`src/rtl/pc_sequencer_if.sv`:
```
// Request/status bundle between instruction decode and the program sequencer.
// Decode drives the redirect requests and reads back the fetch address and status.
interface pc_sequencer_if #(
  parameter int Psize = 4
);
  logic             hold;
  logic             jump;
  logic             call;
  logic             ret;
  logic             halt;
  logic             resume;
  logic [Psize-1:0] target;
  logic [Psize-1:0] progAddr;
  logic             flush;
  logic             halted;
  logic             stackErr;

  modport master (
    output hold, jump, call, ret, halt, resume, target,
    input  progAddr, flush, halted, stackErr
  );

  modport slave (
    input  hold, jump, call, ret, halt, resume, target,
    output progAddr, flush, halted, stackErr
  );
endinterface

```
`src/rtl/pc_sequencer.sv`:
```
// Program sequencer: owns the fetch address, a small return-address stack and the
// run/halt state, and pulses flush in the cycle after any taken redirect.
module pc_sequencer #(
  parameter int Psize      = 4,
  parameter int StackDepth = 4
) (
  input logic          clk,
  input logic          Reset,
  pc_sequencer_if.slave bus
);

  localparam int SpW  = $clog2(StackDepth + 1);
  localparam int IdxW = (StackDepth > 1) ? $clog2(StackDepth) : 1;
  localparam logic [SpW-1:0] SpMax = SpW'(StackDepth);

  typedef enum logic {RUN, HALT} state_t;

  state_t           state_q;
  logic [Psize-1:0] pc_q;
  logic [SpW-1:0]   sp_q;
  logic             flush_q;
  logic             halted_q;
  logic             err_q;
  logic [Psize-1:0] stack_q [0:(2**IdxW)-1];

  logic             push_en;
  logic [SpW-1:0]   sp_dec;
  logic [IdxW-1:0]  push_idx;
  logic [IdxW-1:0]  pop_idx;

  function automatic logic [Psize-1:0] next_addr(input logic [Psize-1:0] a);
    return a + Psize'(1);
  endfunction

  // A push happens only for a call that wins priority and finds room on the stack.
  always_comb begin
    push_en  = (state_q == RUN) && !bus.halt && !bus.hold && !bus.ret &&
               bus.call && (sp_q != SpMax);
    sp_dec   = sp_q - SpW'(1);
    push_idx = sp_q[IdxW-1:0];
    pop_idx  = sp_dec[IdxW-1:0];
  end

  always_ff @(posedge clk) begin
    if (push_en) begin
      stack_q[push_idx] <= next_addr(pc_q);
    end
  end

  always_ff @(posedge clk or posedge Reset) begin
    if (Reset) begin
      state_q  <= RUN;
      pc_q     <= '0;
      sp_q     <= '0;
      flush_q  <= 1'b0;
      halted_q <= 1'b0;
      err_q    <= 1'b0;
    end else begin
      flush_q <= 1'b0;
      case (state_q)
        RUN: begin
          if (bus.halt) begin
            state_q  <= HALT;
            halted_q <= 1'b1;
          end else if (bus.hold) begin
          end else if (bus.ret) begin
            if (sp_q != '0) begin
              pc_q    <= stack_q[pop_idx];
              sp_q    <= sp_dec;
              flush_q <= 1'b1;
            end else begin
              err_q <= 1'b1;
              pc_q  <= next_addr(pc_q);
            end
          end else if (bus.call) begin
            if (sp_q != SpMax) begin
              pc_q    <= bus.target;
              sp_q    <= sp_q + SpW'(1);
              flush_q <= 1'b1;
            end else begin
              err_q <= 1'b1;
              pc_q  <= next_addr(pc_q);
            end
          end else if (bus.jump) begin
            pc_q    <= bus.target;
            flush_q <= 1'b1;
          end else begin
            pc_q <= next_addr(pc_q);
          end
        end
        // Resume steps past the halting instruction on the same edge.
        HALT: begin
          if (bus.resume) begin
            state_q  <= RUN;
            halted_q <= 1'b0;
            pc_q     <= next_addr(pc_q);
          end
        end
        default: begin
          state_q  <= RUN;
          halted_q <= 1'b0;
        end
      endcase
    end
  end

  assign bus.progAddr = pc_q;
  assign bus.flush    = flush_q;
  assign bus.halted   = halted_q;
  assign bus.stackErr = err_q;

endmodule

```
`src/flat_wrapper.sv`:
```
// flat-port wrapper written by rule: the top's interface ports become plain ports
module pc_sequencer_flat 
#(
  parameter int Psize      = 4,
  parameter int StackDepth = 4
)
  (clk, Reset, bus_hold, bus_jump, bus_call, bus_ret, bus_halt, bus_resume, bus_target, bus_progAddr, bus_flush, bus_halted, bus_stackErr);
  pc_sequencer_if #(.Psize(Psize)) bus_i ();
  input logic clk;
  input logic Reset;
  input wire logic [$bits(bus_i.hold)-1:0] bus_hold;
  input wire logic [$bits(bus_i.jump)-1:0] bus_jump;
  input wire logic [$bits(bus_i.call)-1:0] bus_call;
  input wire logic [$bits(bus_i.ret)-1:0] bus_ret;
  input wire logic [$bits(bus_i.halt)-1:0] bus_halt;
  input wire logic [$bits(bus_i.resume)-1:0] bus_resume;
  input wire logic [$bits(bus_i.target)-1:0] bus_target;
  output wire logic [$bits(bus_i.progAddr)-1:0] bus_progAddr;
  output wire logic [$bits(bus_i.flush)-1:0] bus_flush;
  output wire logic [$bits(bus_i.halted)-1:0] bus_halted;
  output wire logic [$bits(bus_i.stackErr)-1:0] bus_stackErr;
  assign bus_i.hold = bus_hold;
  assign bus_i.jump = bus_jump;
  assign bus_i.call = bus_call;
  assign bus_i.ret = bus_ret;
  assign bus_i.halt = bus_halt;
  assign bus_i.resume = bus_resume;
  assign bus_i.target = bus_target;
  assign bus_progAddr = bus_i.progAddr;
  assign bus_flush = bus_i.flush;
  assign bus_halted = bus_i.halted;
  assign bus_stackErr = bus_i.stackErr;
  pc_sequencer #(.Psize(Psize), .StackDepth(StackDepth)) u_core (.clk(clk), .Reset(Reset), .bus(bus_i));
endmodule
```
`config.mk`:
```
export PLATFORM = sky130hd
export DESIGN_NAME = pc_sequencer_flat
export DESIGN_NICKNAME = d
export VERILOG_FILES = /design/src/rtl/pc_sequencer_if.sv /design/src/rtl/pc_sequencer.sv /design/src/flat_wrapper.sv
export SDC_FILE = /design/constraint.sdc
export NUM_CORES = 1
export LEC_CHECK = 0
export ABC_AREA = 1
export CORE_UTILIZATION = 53
export DETAILED_ROUTE_END_ITERATION = 6
export PLACE_DENSITY = 0.77
export REMOVE_ABC_BUFFERS = 1
export SLEW_MARGIN = 20
export SYNTH_ARGS = -nofsm -noshare
export SYNTH_HDL_FRONTEND = slang
export SYNTH_SLANG_ARGS = --single-unit
```
`constraint.sdc`:
```
create_clock -name clk -period 1.8 [get_ports clk]
set_input_delay 0.36 -clock clk [delete_from_list [all_inputs] [get_ports clk]]
set_output_delay 0.36 -clock clk [all_outputs]
set_load 0.01 [all_outputs]
```
### After elaboration in Yosys (flattened, before gate mapping)

Memories as Yosys holds them, arrays and structs flattened.
Cells that the tools add are included.

* memory bits (writable): 16
* memories: 1
* flip-flop bits (word level): 11
* bits of input ports: 12
* output and inout bits: 7
* word-level logic and storage cells: 69

Memory list
* u_core.stack_q: words 4, bits a word 4, read ports 1, clocked after memory_dff 0, wr ports 1, RTL line pc_sequencer.sv:24 `logic [Psize-1:0] stack_q [0:(2**IdxW)-1];`

* add/sub/neg operators: 3
* bitwise gates (word level): 3
* multiplexer cells: 33
* equal/unequal tests: 8
* reductions and logical operators: 15

Operators by type and width (number)
* 4-bit 2-to-1 mux: 8
* 1-bit 2-to-1 mux: 18
* 3-bit 2-to-1 mux: 4
* 2-bit inequality test (second input constant): 6
* 6-bit AND reduction: 2
* 4-bit one-hot mux with 2 select lines: 1
* 1-bit logical AND: 5
* 4-bit by 1-bit adder with 4-bit output (second input constant): 1
* 1-bit one-hot mux with 2 select lines: 2
* 2-bit nonzero test: 2
* 3-bit by 1-bit adder with 3-bit output (second input constant): 1
* 1-bit zero test: 3
* 3-bit inequality test (second input constant): 1
* 1-bit NOT: 3
* 3-bit AND reduction: 1
* 3-bit nonzero test: 1
* 3-bit by 1-bit subtractor with 3-bit output (second input constant): 1
* 2-bit by 1-bit inequality test with 1-bit output (second input constant): 1
* 2-bit AND reduction: 1

### Longest topological paths before layout

* depth in word-level cells: 8
* mapped depth: 12
* mapped depth without buffers: 11

### Worst setup path before layout

OpenSTA, ideal clock, no wires.

* path kind: register to register
* from: reg u_core.sp_q[0]
* to: mem u_core.stack_q[0][0], enable pin
* setup time: 329 ps
* arrival time: 1276 ps
* required time: 1471 ps
* clock period less this slack: 1605 ps
* setup slack: 195 ps
* buffers on the path: 1
* cell stages (with the launch flop): 7
* path through: dfrtp_1 > buf_4 > inv_4 > ha_1 > nand2_1 > nand4_1 > nor2_1

* cells in the longest elaborated chain, start to end: 4

RTL lines
* start, declared: RTL line pc_sequencer.sv:20 `logic [SpW-1:0] sp_q;`
* start signal, assigned: RTL line pc_sequencer.sv:69 `sp_q <= sp_dec;`
* start signal, assigned: RTL line pc_sequencer.sv:78 `sp_q <= sp_q + SpW'(1);`
* 3-bit inequality test: RTL line pc_sequencer.sv:38 `bus.call && (sp_q != SpMax);`
* 1-bit logical AND: RTL line pc_sequencer.sv:38
* 1-bit 2-to-1 mux: RTL line pc_sequencer.sv:45 `if (push_en) begin`
* 1-bit 2-to-1 mux (implied by the code): RTL line pc_sequencer.sv:46 `stack_q[push_idx] <= next_addr(pc_q);`
* end, declared: RTL line pc_sequencer.sv:24

Several ways; a longest one is shown, not always the timed one.

### Worst setup path in the final report

* from: reg u_core.pc_q[0] (netlist: u_core.bus.progAddr[0])
* to: out bus_progAddr[0]

RTL lines
* start, declared: RTL line pc_sequencer.sv:19 `logic [Psize-1:0] pc_q;`
* start signal, assigned: RTL line pc_sequencer.sv:68 `pc_q <= stack_q[pop_idx];`
* start signal, assigned: RTL line pc_sequencer.sv:73 `pc_q <= next_addr(pc_q);`
* start signal, assigned: RTL line pc_sequencer.sv:77 `pc_q <= bus.target;`
* end, declared: RTL line flat_wrapper.sv:18 `output wire logic [$bits(bus_i.progAddr)-1:0] bus_progAddr;`

No word-level cell between the ends.

==> out/summary.txt <==
Syn Area/Cell - 8.80 sq um
Via density - 5.15
Router iterations before antenna repair - 4
Post-detail-place hpwl - 2350 microns
Clock-pin slew on the worst setup and hold paths - 0.16 ns
Post-DP Area - 0.00169 sq mm
Fmax achieved - 577 MHz
CTS resizes - 0
Leak - 0.000824 uW
Gp weighted congestion - 0.879
CTS Root Cell - clkbuf_4
Status - finished clean
I/O Buffers - 18
Post-synth top cells - nand2_1 (55), inv_1 (17), edfxtp_1 (16)
Hold_buf cts - 0
Clk_lat worst skew - 0.34 ns
Fin area - 0.00172 sq mm
Post-Syn Instances - 159
Area share of the largest cell type after synthesis - 0.343
Post-synthesis sequential area ratio - 0.540
Residual DRC - 0
Final Critical Period - 1.73 ns
Slew @ Worst Pin - 0.473 ns
Die Wd - 53.4 microns
Period utilization - 0.962
Cts bufs inserted - 3
Worst hold-check path type - in2async
Die height - 53.4 microns
Fin Clk Skew - 0.00765 ns
Die Area - 0.00285 sq mm
CP bufs+invs - 1
RSZ-0062 raised after global routing - no
Htree depth - 1
Final setup viols - 0
Ports - 19
Synth warn - 0
Synthesized area - 0.00140 sq mm
Pwr Density - 1360 mW/mm^2
EDFF count, synth - 16
Delay-heaviest family, CP - buffers and inverters
Final count of pins violating max slew - 0
Antenna Cells - 0
Iteration-0 DRC Markers - 35
Max VDD drop - 0.911 mV
Max-Cap Viols - 0
Final hold vios - 0
Crit start category - flip-flop
CP max stage cell - clkdlybuf4s50_1
GRT Residual Overflow - 0
Max FO, Critical Path - 6
Initial Util - 0.565
Async S/R FF share, synth - 0.407
Slew HR - 0.684
Gr usage total - 0.243
Yosys cell types - 22
Antenna violations before repair - 0
Area grow syn2layout - 23.1%
Global-route wire length before repair - 4620 microns
CTS tree - done
Final worst slack - 0.0680 ns
CTS sink count - 27
CP arrival - 1.37 ns
Layout Utilization - 0.695
Rows - 18
Setup repair bufs after CTS - 0
Top cells by area, synth - edfxtp_1 (34%), dfrtp_1 (20%), nand2_1 (15%)
Vias - 1138
Post-place setup slack - -0.0658 ns
Vias in the first global route - 1092
Largest net degree at the start of global routing - 17
Worst setup EP type - primary output
Main synth FF type - edfxtp_1
Drt total wl - 3030 microns
CORE AREA - 0.00248 sq mm
CP peak stage delay - 0.57 ns
Share of cells above drive strength 1 - 0.157
Wire length per cell - 13.7 microns
WS Path Type - reg2out
DRT antenna net count - 0
Nets@finish - 210
Synth area leader - edfxtp_1
#FFs+latches synth - 27
Tot Pwr - 2330 uW
Cell with the most instances after synthesis - nand2_1
CTS max path bufs - 2
Crit-path cells - clkdlybuf4s50_1
Required time worst endpoint - 1.44 ns
## through the flow
stage	TNS, ns	cells	hold slack, ns
final	0	221	0.317
after CTS	0	221	0.335
after floorplan	0	158	0.212
after global placement	-0.406	217	0.454
after global routing	0	221	0.353
after detailed placement	-0.679	217	0.483
## logic make-up (layout without fill, tap and decap cells)
| kind of cell | count (synthesis) | in the layout | synth area share |
|---|---|---|---|
| AND/OR/NAND/NOR | 90 | 90 | 0.282 |
| adder cells (fa/ha/maj) | 6 | 6 | 0.0537 |
| XOR/XNOR | 4 | 4 | 0.0250 |
| AO/OA/AOI/OAI | 7 | 7 | 0.0277 |
| flip-flops | 27 | 27 | 0.540 |
| buffers and inverters | 25 | 57 | 0.0716 |
## report_power, final
| part | internal [uW] | total, uW | switching (uW) |
|---|---|---|---|
| logic | 439 | 1100 | 666 |
| clock network | 85.4 | 282 | 196 |
| registers | 841 | 948 | 107 |
## worst paths after layout
check / from / end / cells past startpoint / slack, ns
max: u_core.bus.progAddr[0] / bus_progAddr[0] / 1 / 0.07
min: Reset / u_core.bus.progAddr[3] / 2 / 0.32
max reg2reg: u_core.sp_q[1] / u_core.stack_q[2][2] / 6 / 0.14
min reg2reg: u_core.bus.stackErr / u_core.bus.stackErr / 1 / 0.52
max in group asynchronous: Reset / u_core.bus.flush / 2 / 1.16
min in group clk: u_core.bus.stackErr / u_core.bus.stackErr / 1 / 0.52
## area by class of cell
type | count | area [sq um]
fillers | 193 | 756
flip-flops and latches | 27 | 756
clock buffers | 3 | 22.5
clock inverters | 1 | 7.51
well taps | 30 | 37.5
multi-input cells | 107 | 543
repair buffers | 29 | 263
inverters | 24 | 92.6
## routing by layer
metal / up-vias / track usage / share of wire
li1: 569 / - / -
met5: - / 0 / 0
met2: 33 / 0.435 / 0.52
met1: 527 / 0.271 / 0.41
met4: 0 / 0.154 / 0.030
met3: 9 / 0.0201 / 0.036
## sequential cells by signal, summed over array words and instances, names as in the netlist
| register | cells |
|---|---|
| u_core.bus.progAddr | 4 |
| u_core.bus.flush | 1 |
| u_core.sp_q | 3 |
| u_core.stack_q | 16 |
| u_core.bus.halted | 1 |
| u_core.bus.stackErr | 1 |
| u_core.state_q | 1 |
## cell usage in the layout, fill, tap and decap left out
| cell type | count |
|---|---|
| nand2_1 | 55 |
| clkdlybuf4s50_1 | 18 |
| inv_1 | 17 |
| edfxtp_1 | 16 |
| nand3_1 | 12 |
| buf_4 | 11 |
| dfrtp_1 | 11 |
| nor2_1 | 9 |
| inv_2 | 6 |
| ha_1 | 6 |
| nand4_1 | 5 |
| nor2_2 | 3 |
| nand2_2 | 3 |
| a21oi_1 | 3 |
| xor2_1 | 3 |
| clkbuf_4 | 3 |
| o21ai_1 | 2 |
| nand3_2 | 1 |
| xnor2_1 | 1 |
| inv_4 | 1 |
| a31o_1 | 1 |
| o21ai_0 | 1 |
| nor3_1 | 1 |
| nor3_2 | 1 |
| clkinvlp_4 | 1 |
(Power assumes the default switching activity.)
